### config.mk
export PLATFORM = sky130hd
export DESIGN_NAME = seq_divider16_flat
export DESIGN_NICKNAME = d
export VERILOG_FILES = /design/src/rtl/seq_divider16_if.sv /design/src/rtl/seq_divider16.sv /design/src/flat_wrapper.sv
export SDC_FILE = /design/constraint.sdc
export NUM_CORES = 1
export LEC_CHECK = 0
export CAP_MARGIN = 40
export CELL_PAD_IN_SITES_DETAIL_PLACEMENT = 1
export CELL_PAD_IN_SITES_GLOBAL_PLACEMENT = 1
export CORE_MARGIN = 4
export CORE_UTILIZATION = 45
export CTS_CLUSTER_SIZE = 25
export DETAILED_ROUTE_END_ITERATION = 8
export PLACE_DENSITY = 0.9
export SLEW_MARGIN = 20
export SYNTH_ARGS = -nofsm -noshare
export SYNTH_HDL_FRONTEND = slang
export SYNTH_SLANG_ARGS = --single-unit
### constraint.sdc
create_clock -name clk -period 5 [get_ports clk]
set_input_delay 0.75 -clock clk [delete_from_list [all_inputs] [get_ports clk]]
set_output_delay 0.75 -clock clk [all_outputs]
set_load 0.01 [all_outputs]
### src/rtl/seq_divider16_if.sv
// Start/busy/done handshake and operand/result bus of the
// sequential unsigned divider.
interface seq_divider16_if #(
  parameter int WIDTH = 16
);
  logic             start;
  logic [WIDTH-1:0] dividend;
  logic [WIDTH-1:0] divisor;
  logic             busy;
  logic             done;
  logic [WIDTH-1:0] quotient;
  logic [WIDTH-1:0] remainder;
  logic             div_by_zero;

  modport master (
    output start, dividend, divisor,
    input  busy, done, quotient, remainder, div_by_zero
  );

  modport slave (
    input  start, dividend, divisor,
    output busy, done, quotient, remainder, div_by_zero
  );
endinterface

### src/rtl/seq_divider16.sv
// Restoring unsigned divider, one quotient bit per clock,
// WIDTH iterations per operation.
module seq_divider16 #(
  parameter int WIDTH = 16,
  parameter int CNT_W = 5
) (
  input  logic           clk,
  input  logic           rst_n,
  seq_divider16_if.slave bus
);

  typedef enum logic [1:0] {
    IDLE = 2'd0,
    RUN  = 2'd1,
    DONE = 2'd2
  } state_t;

  state_t           state_q;
  logic [WIDTH-1:0] q_q;
  logic [WIDTH-1:0] r_q;
  logic [WIDTH-1:0] d_q;
  logic [CNT_W-1:0] cnt_q;
  logic [WIDTH-1:0] quo_q;
  logic [WIDTH-1:0] rem_q;
  logic             dz_q;

  logic [WIDTH:0]   sh_d;
  logic [WIDTH:0]   t_d;
  logic [WIDTH-1:0] r_d;
  logic [WIDTH-1:0] q_d;

  // Partial remainder stays below D, so only the shifted value
  // and the trial difference need the extra MSB.
  always_comb begin
    sh_d = {r_q, q_q[WIDTH-1]};
    t_d  = sh_d - {1'b0, d_q};
    r_d  = sh_d[WIDTH-1:0];
    q_d  = {q_q[WIDTH-2:0], 1'b0};
    if (!t_d[WIDTH]) begin
      r_d = t_d[WIDTH-1:0];
      q_d = {q_q[WIDTH-2:0], 1'b1};
    end
  end

  always_ff @(posedge clk or negedge rst_n) begin
    if (!rst_n) begin
      state_q <= IDLE;
      q_q     <= '0;
      r_q     <= '0;
      d_q     <= '0;
      cnt_q   <= '0;
      quo_q   <= '0;
      rem_q   <= '0;
      dz_q    <= 1'b0;
    end else begin
      unique case (state_q)
        IDLE: begin
          if (bus.start) begin
            if (bus.divisor != '0) begin
              q_q     <= bus.dividend;
              r_q     <= '0;
              d_q     <= bus.divisor;
              cnt_q   <= '0;
              state_q <= RUN;
            end else begin
              quo_q   <= '1;
              rem_q   <= bus.dividend;
              dz_q    <= 1'b1;
              state_q <= DONE;
            end
          end
        end
        RUN: begin
          q_q   <= q_d;
          r_q   <= r_d;
          cnt_q <= cnt_q + 1'b1;
          if (cnt_q == CNT_W'(WIDTH - 1)) begin
            quo_q   <= q_d;
            rem_q   <= r_d;
            dz_q    <= 1'b0;
            state_q <= DONE;
          end
        end
        DONE: state_q <= IDLE;
        default: state_q <= IDLE;
      endcase
    end
  end

  assign bus.busy        = (state_q == RUN);
  assign bus.done        = (state_q == DONE);
  assign bus.quotient    = quo_q;
  assign bus.remainder   = rem_q;
  assign bus.div_by_zero = dz_q;

endmodule

### src/flat_wrapper.sv
// flat-port wrapper written by rule: the top's interface ports become plain ports
module seq_divider16_flat 
#(
  parameter int WIDTH = 16,
  parameter int CNT_W = 5
)
  (clk, rst_n, bus_start, bus_dividend, bus_divisor, bus_busy, bus_done, bus_quotient, bus_remainder, bus_div_by_zero);
  seq_divider16_if #(.WIDTH(WIDTH)) bus_i ();
  input  logic clk;
  input  logic rst_n;
  input wire logic [$bits(bus_i.start)-1:0] bus_start;
  input wire logic [$bits(bus_i.dividend)-1:0] bus_dividend;
  input wire logic [$bits(bus_i.divisor)-1:0] bus_divisor;
  output wire logic [$bits(bus_i.busy)-1:0] bus_busy;
  output wire logic [$bits(bus_i.done)-1:0] bus_done;
  output wire logic [$bits(bus_i.quotient)-1:0] bus_quotient;
  output wire logic [$bits(bus_i.remainder)-1:0] bus_remainder;
  output wire logic [$bits(bus_i.div_by_zero)-1:0] bus_div_by_zero;
  assign bus_i.start = bus_start;
  assign bus_i.dividend = bus_dividend;
  assign bus_i.divisor = bus_divisor;
  assign bus_busy = bus_i.busy;
  assign bus_done = bus_i.done;
  assign bus_quotient = bus_i.quotient;
  assign bus_remainder = bus_i.remainder;
  assign bus_div_by_zero = bus_i.div_by_zero;
  seq_divider16 #(.WIDTH(WIDTH), .CNT_W(CNT_W)) u_core (.clk(clk), .rst_n(rst_n), .bus(bus_i));
endmodule
Word level (Yosys, flattened, before mapping):

Index checks and enable logic that the tools add are counted.

* flip-flop bits (word level): 88
* bits of input ports: 35
* logic and storage cells: 51

* $add $sub $neg: 2
* equality and inequality tests: 7
* multiplexer cells: 27
* reductions and logical operators: 7

Operators with widths (count)
* $mux 16: 11
* $pmux 16 s2: 4
* $sub 17x16->17: 1
* $reduce_bool 16->1: 1
* $mux 5: 2
* $pmux 5 s2: 1
* $mux 2: 3
* $reduce_and 3->1: 2
* $add 5x1->5 const B: 1
* $eq 5x4->1 const B: 1
* $mux 1: 4
* $ne 2x1->1 const B: 2
* $ne 2x2->1 const B: 2
* $pmux 2 s2: 1
* $reduce_and 4->1: 1
* $eq 2x1->1 const B: 1
* $eq 2x2->1 const B: 1
* $logic_not 2->1: 1
* $pmux 1 s2: 1
* $reduce_and 2->1: 1
* $reduce_bool 2->1: 1

Longest topological paths before layout:

Gate-level depths: netlist of the first run.

* word-level depth: 4
* depth in mapped cells: 12
* mapped depth without buffers: 11

Worst setup path after synthesis of the first run:

OpenSTA, ideal clock, no wires.

* path kind: reg-to-reg
* start: reg u_core.q_q[15]
* end: reg u_core.rem_q[7], in the netlist u_core.bus.remainder[7]
* setup time: 132 ps
* arrival time: 2639 ps
* required time: 4868 ps
* setup slack: 2229 ps
* cell stages (with the launch flop): 13
* path buffers: 1
* period minus slack after synthesis: 2771 ps
* cells stage by stage: dfrtp_1 inv_1 ha_1 inv_1 fa_1 a21o_1 a31oi_2 o21bai_2 a211o_4 xor2_4 buf_6 mux2i_1 a31oi_1

* longest elaborated chain between the ends: 4

RTL lines
* start, declared: line seq_divider16.sv:19 `logic [WIDTH-1:0] q_q;`
* start signal, assigned: line seq_divider16.sv:60 `q_q <= bus.dividend;`
* start signal, assigned: line seq_divider16.sv:74 `q_q <= q_d;`
* $sub 17x16->17: line seq_divider16.sv:36 `t_d = sh_d - {1'b0, d_q};`
* $mux 16: line seq_divider16.sv:39 `if (!t_d[WIDTH]) begin`
* $mux 16: line seq_divider16.sv:77 `if (cnt_q == CNT_W'(WIDTH - 1)) begin`
* $pmux 16 s2: line seq_divider16.sv:56 `unique case (state_q)`
* end signal, assigned: line seq_divider16.sv:67 `rem_q <= bus.dividend;`
* end signal, assigned: line seq_divider16.sv:79 `rem_q <= r_d;`
* end, declared: line seq_divider16.sv:24 `logic [WIDTH-1:0] rem_q;`

Every way passes these cells. The select of a mux whose other input is x is not followed.
A chain may end at the register's enable or synchronous reset.

Worst setup path after layout of the first run:

Ends and elaborated chain as after synthesis.

==> impl_metrics.env, run 1 <==
export IMPL_status="finished clean"
export IMPL_rows=37
export IMPL_synth_cells=520
export IMPL_via_per_inst=6.238
export IMPL_finalMaxSlewViolations=0
export IMPL_clkTransAtPathRegs_ns=0.10
export IMPL_worst_setup_path_type="reg2reg"
export IMPL_nFillCells=1201
export IMPL_finalNonFillerCells=719
export IMPL_yosysWarnings=0
export IMPL_synth_async_sr_flop_share_pct=100.0
export IMPL_grt_pass1_vias=4789
export IMPL_cp_buffers_inverters=2
export IMPL_max_cap_violations=0
export IMPL_cts_sinks=88
export IMPL_cts_buffers=9
export IMPL_worstPathRequired_ns=5.24
export IMPL_io_pins=70
export IMPL_setup_viol=0
export IMPL_fp_dieH_microns=112.2
export IMPL_clock_latency_ns=0.38
export IMPL_ys_types=55
export IMPL_synth_largest_area_cell="dfrtp_1"
export IMPL_synth_edf_count=0
export IMPL_htree_levels=3
export IMPL_crit_path_end_kind="flip-flop"
export IMPL_numPortBuffers=69
export IMPL_synth_area_leaders="dfrtp_1 (45%), o21ai_0 (5.9%), mux2i_1 (4.7%)"
export IMPL_avgSynthCellArea_sq_um=9.391
export IMPL_dp_cells=701
export IMPL_timing_hold_ws_ns=0.2255
export IMPL_ys_seq_area_share_pct=45.09
export IMPL_fin_tns_setup_ns=0
export IMPL_gr_usage_all_layers_pct=25.79
export IMPL_cts_root_buffer_cell="clkbuf_8"
export IMPL_die_area_sq_mm=0.01258
export IMPL_comb_power_share_pct=60.1
export IMPL_cts_tree="done"
export IMPL_core_sq_mm=0.01046
export IMPL_antenna_cells=0
export IMPL_totalPowerFinal_uw=4891
export IMPL_ff2ff_path_depth=11
export IMPL_synth_nets=574
export IMPL_totalWireLength_mm=16.20
export IMPL_crit_family="compound AO/OA/AOI/OAI gates"
export IMPL_cp_max_fo=16
export IMPL_fin_nets=632
export IMPL_relSlewSlack_pct=50.04
export IMPL_synth_top_family_by_area="compound AO/OA/AOI/OAI gates"
export IMPL_wl_per_cell_microns=22.53
export IMPL_start_util_pct=46.68
export IMPL_cts_hold_buf=0
export IMPL_hold_class="in2async"
export IMPL_antenna_found_initial=0
export IMPL_rsz0062_at_grt="false"
export IMPL_drive_gt1_share_pct=6.346
export IMPL_synth_ff_type="dfrtp_1"
export IMPL_synth_compound_area_share_pct=22.65
export IMPL_num_vias=4485
export IMPL_synth_area_mux_share_pct=5.022
export IMPL_switching_power_uw=2292
export IMPL_ant_nets=0
export IMPL_finalHoldViolations=0
export IMPL_final_min_clock_period_ns=3.609
export IMPL_crit_slowest_cell="xor2_4"
export IMPL_netlist_area_sq_mm=0.004883
export IMPL_leakage_uw=0.002598
export IMPL_internal_power_uw=2599
export IMPL_clkPwrFrac_pct=12.3
export IMPL_startpoint_type="flip-flop"
export IMPL_cts_path_max_buffers=2
export IMPL_worst_pin_slew_ns=0.7476
export IMPL_grt_pass1_wl_mm=25.94
export IMPL_cp_depth=11
export IMPL_crit_path_max_incr_delay_ns=0.58
export IMPL_dp_slack_ns=1.227
export IMPL_grt_overflow=0
export IMPL_fin_crit_sh_pct=72.17
export IMPL_synth_xor_xnor_area_share_pct=3.049
export IMPL_crit_path_frequent_cell="inv_1"
export IMPL_p_per_area_mw_per_mm2=823.6
export IMPL_cts_setup_buffers=0
export IMPL_remaining_drc_errors=0
export IMPL_peakVddDrop_v=0.0003544
export IMPL_dp_hpwl_mm=11.31
export IMPL_critical_path_cell_chain="inv_1 > ha_1 > inv_1 > fa_1 > a21o_1 > a31oi_2 > o21bai_2 > a211o_4 > xor2_4 > mux2i_1 > a31oi_1"
export IMPL_area_growth_pct=21.60
export IMPL_grt_start_max_net_pins=47
export IMPL_fmax_mhz=277.1
export IMPL_cp_arrival_ns=3.84
export IMPL_p_seq_share_pct=27.6
export IMPL_synthSimpleGateAreaFrac_pct=14.19
export IMPL_synth_fa_ha_area_share_pct=5.022
export IMPL_die_x_microns=112.2
export IMPL_swShare_pct=46.86
export IMPL_cts_resized_gates=0
export IMPL_first_pass_iters=5
export IMPL_ys_seq_elements=88
export IMPL_yosys_area_top_type_share_pct=45.09
export IMPL_drtIter0Drc=276
export IMPL_fin_worst_skew_ns=0.01752
export IMPL_setup_ws_ns=1.391
export IMPL_gp_congestion=0.8714
-- layer usage --
metal	vias up	global-route usage, %	share of wire, %
li1	1995	-	-
met1	2240	32.01	41
met2	188	44.10	50
met3	62	3.181	4.1
met4	0	13.30	4.9
met5	-	0	0
-- synth_stat cells (18+ instances only) --
master	instances
inv_1	28
o22a_1	23
nand2_1	53
ha_1	18
o21ai_0	58
mux2i_1	23
dfrtp_1	88
nand3_1	20
nor2_1	30
clkbuf_1	21
a21oi_1	24
-- layout make-up --
| cell class | instances | area [sq um] | share of cell area [%] |
|---|---|---|---|
| Inverter | 28 | 105.1 | 1.770 |
| Clock buffer | 10 | 137.6 | 2.318 |
| Sequential cell | 88 | 2202 | 37.08 |
| Clock inverter | 6 | 97.59 | 1.643 |
| Tap cell | 136 | 170.2 | 2.866 |
| Timing Repair Buffer | 78 | 783.3 | 13.19 |
| Multi-Input combinational cell | 373 | 2442 | 41.13 |
-- cells in the final DEF, fill, tap and decap left out, types with 5 or more instances in the layout --
master,n
a21oi_1,23
nor2_1,30
nand3_1,20
o21ai_0,58
xnor2_1,9
or3_1,5
mux2i_1,23
nand2b_1,11
o22a_1,23
nand2_1,53
buf_4,8
nand4_1,5
ha_1,18
clkbuf_8,10
o22ai_1,11
inv_1,28
a31oi_1,11
dfrtp_1,88
o31ai_1,7
clkdlybuf4s50_1,68
-- registers in the layout, summed over array words and instances (netlist names) --
| signal | flops |
|---|---|
| u_core.d_q | 16 |
| u_core.bus.quotient | 16 |
| u_core.cnt_q | 5 |
| u_core.state_q | 2 |
| u_core.bus.div_by_zero | 1 |
| u_core.q_q | 16 |
| u_core.r_q | 16 |
| u_core.bus.remainder | 16 |
-- kinds of logic after synthesis --
family,Yosys count
AOI/OAI and AO/OA,168
and+or+nand+nor,148
DFF,88
buffers and inverters,59
muxes,24
adders and majority gates,19
xor gates and xnor gates,14
-- worst paths after layout --
kind / startpoint / endpoint / slack, ns
worst max-delay path: u_core.q_q[15]$_DFFE_PN0P_ / u_core.bus.remainder[7]$_DFFE_PN0P_ / 1.39
worst min-delay path: rst_n / u_core.d_q[13]$_DFFE_PN0P_ / 0.23
worst max register to register: u_core.q_q[15]$_DFFE_PN0P_ / u_core.bus.remainder[7]$_DFFE_PN0P_ / 1.39
worst min register to register: u_core.bus.quotient[3]$_DFFE_PN0P_ / u_core.bus.quotient[3]$_DFFE_PN0P_ / 0.50
max in group asynchronous: rst_n / u_core.bus.remainder[8]$_DFFE_PN0P_ / 3.86
min in group clk: u_core.bus.quotient[3]$_DFFE_PN0P_ / u_core.bus.quotient[3]$_DFFE_PN0P_ / 0.50
-- power groups by stage --
stage                     registers [uW]  clock network, uW  logic [uW]
final                               1350                601        2940
after floorplan                     1310                  0        1930
after global routing                1390                633        3200
after detailed placement            1360                  0        2840
after global placement              1330                  0        2680
after CTS                           1350                601        2890
-- per-stage QoR --
stage	instance area, sq um	utilization [%]
final	5938	56.76
after global routing	5938	56.76
after CTS	5916	56.54
after detailed placement	5680	54.29
after global placement	5653	54.03
after floorplan	4883	-
No activity file was read; power rests on OpenSTA's default activity.
==> run 2, diff against run 1 <==
--- a/config.mk
+++ b/config.mk
@@ -9,10 +9,10 @@
 export CELL_PAD_IN_SITES_DETAIL_PLACEMENT = 1
 export CELL_PAD_IN_SITES_GLOBAL_PLACEMENT = 1
 export CORE_MARGIN = 4
-export CORE_UTILIZATION = 45
+export CORE_UTILIZATION = 38
 export CTS_CLUSTER_SIZE = 25
 export DETAILED_ROUTE_END_ITERATION = 8
-export PLACE_DENSITY = 0.9
+export PLACE_DENSITY = 0.81
 export SLEW_MARGIN = 20
 export SYNTH_ARGS = -nofsm -noshare
 export SYNTH_HDL_FRONTEND = slang
==> constraint.sdc (replaced) <==
create_clock -name clk -period 2.9 [get_ports clk]
set_input_delay 0.435 -clock clk [delete_from_list [all_inputs] [get_ports clk]]
set_output_delay 0.435 -clock clk [all_outputs]
set_load 0.01 [all_outputs]
==> run 2 against run 1 <==
The run now ends with setup timing left. Clock power up 90%. Die area up 17%. Cell count up 7.1%. Critical path depth unchanged. Critical path type unchanged. Power up 99%. Clock-buffer cell count unchanged. Largest cell class unchanged. Fmax up 22%. Sequential share of layout area down 2.4 points. Hold slack worse by 0.15 ns.
==> impl_metrics.env, run 2 (synthesis gave the netlist of run 1 again) <==
export IMPL_status="finished, violations left"
export IMPL_violations="setup timing"
export IMPL_crit_path_end_kind="flip-flop"
export IMPL_peakVddDrop_v=0.0006154
export IMPL_mostFrequentLayoutCells="dfrtp_1 (88), clkdlybuf4s50_1 (68), nand2_1 (53), o21ai_0 (50), nor2_1 (30)"
export IMPL_finalHoldViolations=0
export IMPL_fin_crit_sh_pct=102.3
export IMPL_cts_sinks=88
export IMPL_clkTransAtPathRegs_ns=0.07
export IMPL_internal_power_uw=5348
export IMPL_grt_pass1_vias=4836
export IMPL_start_util_pct=38.70
export IMPL_numPortBuffers=69
export IMPL_crit_slowest_cell="or4_4"
export IMPL_antenna_found_initial=0
export IMPL_num_vias=4432
export IMPL_fmax_mhz=337.2
export IMPL_crit_path_max_incr_delay_ns=0.55
export IMPL_worst_pin_slew_ns=0.6700
export IMPL_cts_buffers=9
export IMPL_grt_overflow=0
export IMPL_fin_nets=647
export IMPL_drtIter0Drc=275
export IMPL_htree_levels=3
export IMPL_cts_path_max_buffers=2
export IMPL_setup_viol=16
export IMPL_wl_per_cell_microns=20.84
export IMPL_ant_nets=0
export IMPL_worstPathRequired_ns=3.17
export IMPL_clock_latency_ns=0.35
export IMPL_cp_arrival_ns=3.24
export IMPL_cts_root_buffer_cell="clkbuf_16"
export IMPL_postPlaceCellArea_sq_mm=0.005848
export IMPL_rows=41
export IMPL_startpoint_type="flip-flop"
export IMPL_final_common_cell="dfrtp_1"
export IMPL_core_sq_mm=0.01262
export IMPL_fp_dieH_microns=121.4
export IMPL_swShare_pct=44.98
export IMPL_leakage_uw=0.002696
export IMPL_die_area_sq_mm=0.01473
export IMPL_totalPowerFinal_uw=9721
export IMPL_die_x_microns=121.4
export IMPL_io_pins=70
export IMPL_critical_path_cell_chain="inv_2 > ha_4 > inv_2 > fa_2 > a21o_1 > a31oi_4 > o21bai_2 > a211o_4 > xnor2_4 > or4_4 > a31oi_4"
export IMPL_grt_pass1_wl_mm=25.59
export IMPL_remaining_drc_errors=0
export IMPL_area_growth_pct=29.98
export IMPL_p_seq_share_pct=24.4
export IMPL_rsz0062_at_grt="true"
export IMPL_final_min_clock_period_ns=2.966
export IMPL_comb_power_share_pct=63.9
export IMPL_gr_usage_all_layers_pct=22.04
export IMPL_dp_hpwl_mm=11.19
export IMPL_p_per_area_mw_per_mm2=1531
export IMPL_final_area_sq_mm=0.006347
export IMPL_cp_buffers_inverters=2
export IMPL_antenna_cells=0
export IMPL_fin_worst_skew_ns=0.01254
export IMPL_totalWireLength_mm=16.05
export IMPL_cp_max_fo=4
export IMPL_via_per_inst=5.756
export IMPL_finalMaxSlewViolations=0
export IMPL_switching_power_uw=4373
export IMPL_max_cap_violations=0
export IMPL_setup_ws_ns=-0.06596
export IMPL_drive_gt1_share_pct=11.71
export IMPL_worst_setup_path_type="reg2reg"
export IMPL_crit_family="compound AO/OA/AOI/OAI gates"
export IMPL_first_pass_iters=4
export IMPL_hold_class="in2async"
export IMPL_grt_start_max_net_pins=51
export IMPL_clkPwrFrac_pct=11.7
export IMPL_gp_congestion=0.8226
export IMPL_cts_tree="done"
export IMPL_relSlewSlack_pct=55.33
-- run 2: cell types whose count changed in the layout (fill, tap and decap cells not counted), moves of 3 or more --
| cell | before | now |
|---|---|---|
| o21ai_0 | 58 | 50 |
| clkbuf_16 | 0 | 10 |
| buf_4 | 8 | 21 |
| clkinvlp_4 | 0 | 3 |
| o21ai_1 | 2 | 8 |
| clkbuf_8 | 10 | 1 |
| mux2i_4 | 0 | 8 |
| buf_12 | 0 | 3 |
| mux2i_1 | 23 | 14 |
-- run 2: worst register-to-register path: cells and delay by family, from the launching register on --
family / cells / cell delay (ns)
fa+ha+maj: 2 / 0.53
compound gates: 5 / 1.09
buf+inv: 2 / 0.14
simple gates: 1 / 0.55
xor+xnor: 1 / 0.18
flops: 1 / 0.41
-- run 2: worst paths after layout --
path	from	end	slack, ns	cells after the start
worst max register to register	u_core.q_q[15]$_DFFE_PN0P_	u_core.bus.remainder[8]$_DFFE_PN0P_	-0.07	11
max in group asynchronous	rst_n	u_core.r_q[7]$_DFFE_PN0P_	2.15	2
min in group clk	u_core.bus.quotient[6]$_DFFE_PN0P_	u_core.bus.quotient[6]$_DFFE_PN0P_	0.49	1
worst max-delay path	u_core.q_q[15]$_DFFE_PN0P_	u_core.bus.remainder[8]$_DFFE_PN0P_	-0.07	11
worst min-delay path	rst_n	u_core.bus.quotient[11]$_DFFE_PN0P_	0.08	1
worst min register to register	u_core.bus.quotient[6]$_DFFE_PN0P_	u_core.bus.quotient[6]$_DFFE_PN0P_	0.49	1
-- run 2: final cells by class --
| cell class | count | area, sq um |
|---|---|---|
| Timing Repair Buffer | 93 | 923.4 |
| Fill cell | 1472 | 6272 |
| Sequential cell | 88 | 2202 |
| Tap cell | 172 | 215.2 |
| Inverter | 28 | 105.1 |
| Clock inverter | 6 | 51.30 |
| Clock buffer | 10 | 239.0 |
| Multi-Input combinational cell | 373 | 2611 |
-- run 2: power groups by stage --
stage                     Combinational (uW)  Clock (uW)  Sequential, uW
after CTS                               5170        1160            2330
after global routing                    6730        1220            2440
final                                   6210        1140            2370
after detailed placement                5090           0            2340
after global placement                  4920           0            2300
after floorplan                         3330           0            2260
-- run 2: timing repair --
action / in CTS / in global routing
resized for setup: 0 / 37
hold buffers: 0 / 0
pin swaps: 1 / 13
cloned: 0 / 1
buffers inserted: 0 / 2
setup endpoints to repair: 2 / 30
-- run 2: stage by stage --
step	TNS, ns	worst slack, ns	std cells	hold slack, ns	util, %
after floorplan	0	0.1285	520	0.1394	-
after global placement	0	0.08644	751	0.4570	46.34
after detailed placement	0	0.01905	751	0.4668	46.34
after CTS	0	0.03060	767	0.09510	48.64
after global routing	-2.703	-0.1500	770	0.1165	50.30
final	-0.5637	-0.06596	770	0.07833	50.30
-- run 2: layer usage --
metal  up-vias  track usage (%)  share of wire (%)
li1       2034                -                  -
met1      2273            28.15                 43
met2        93            36.72                 51
met3        32            3.543                3.2
met4         0            9.944                2.9
met5         -                0                  0
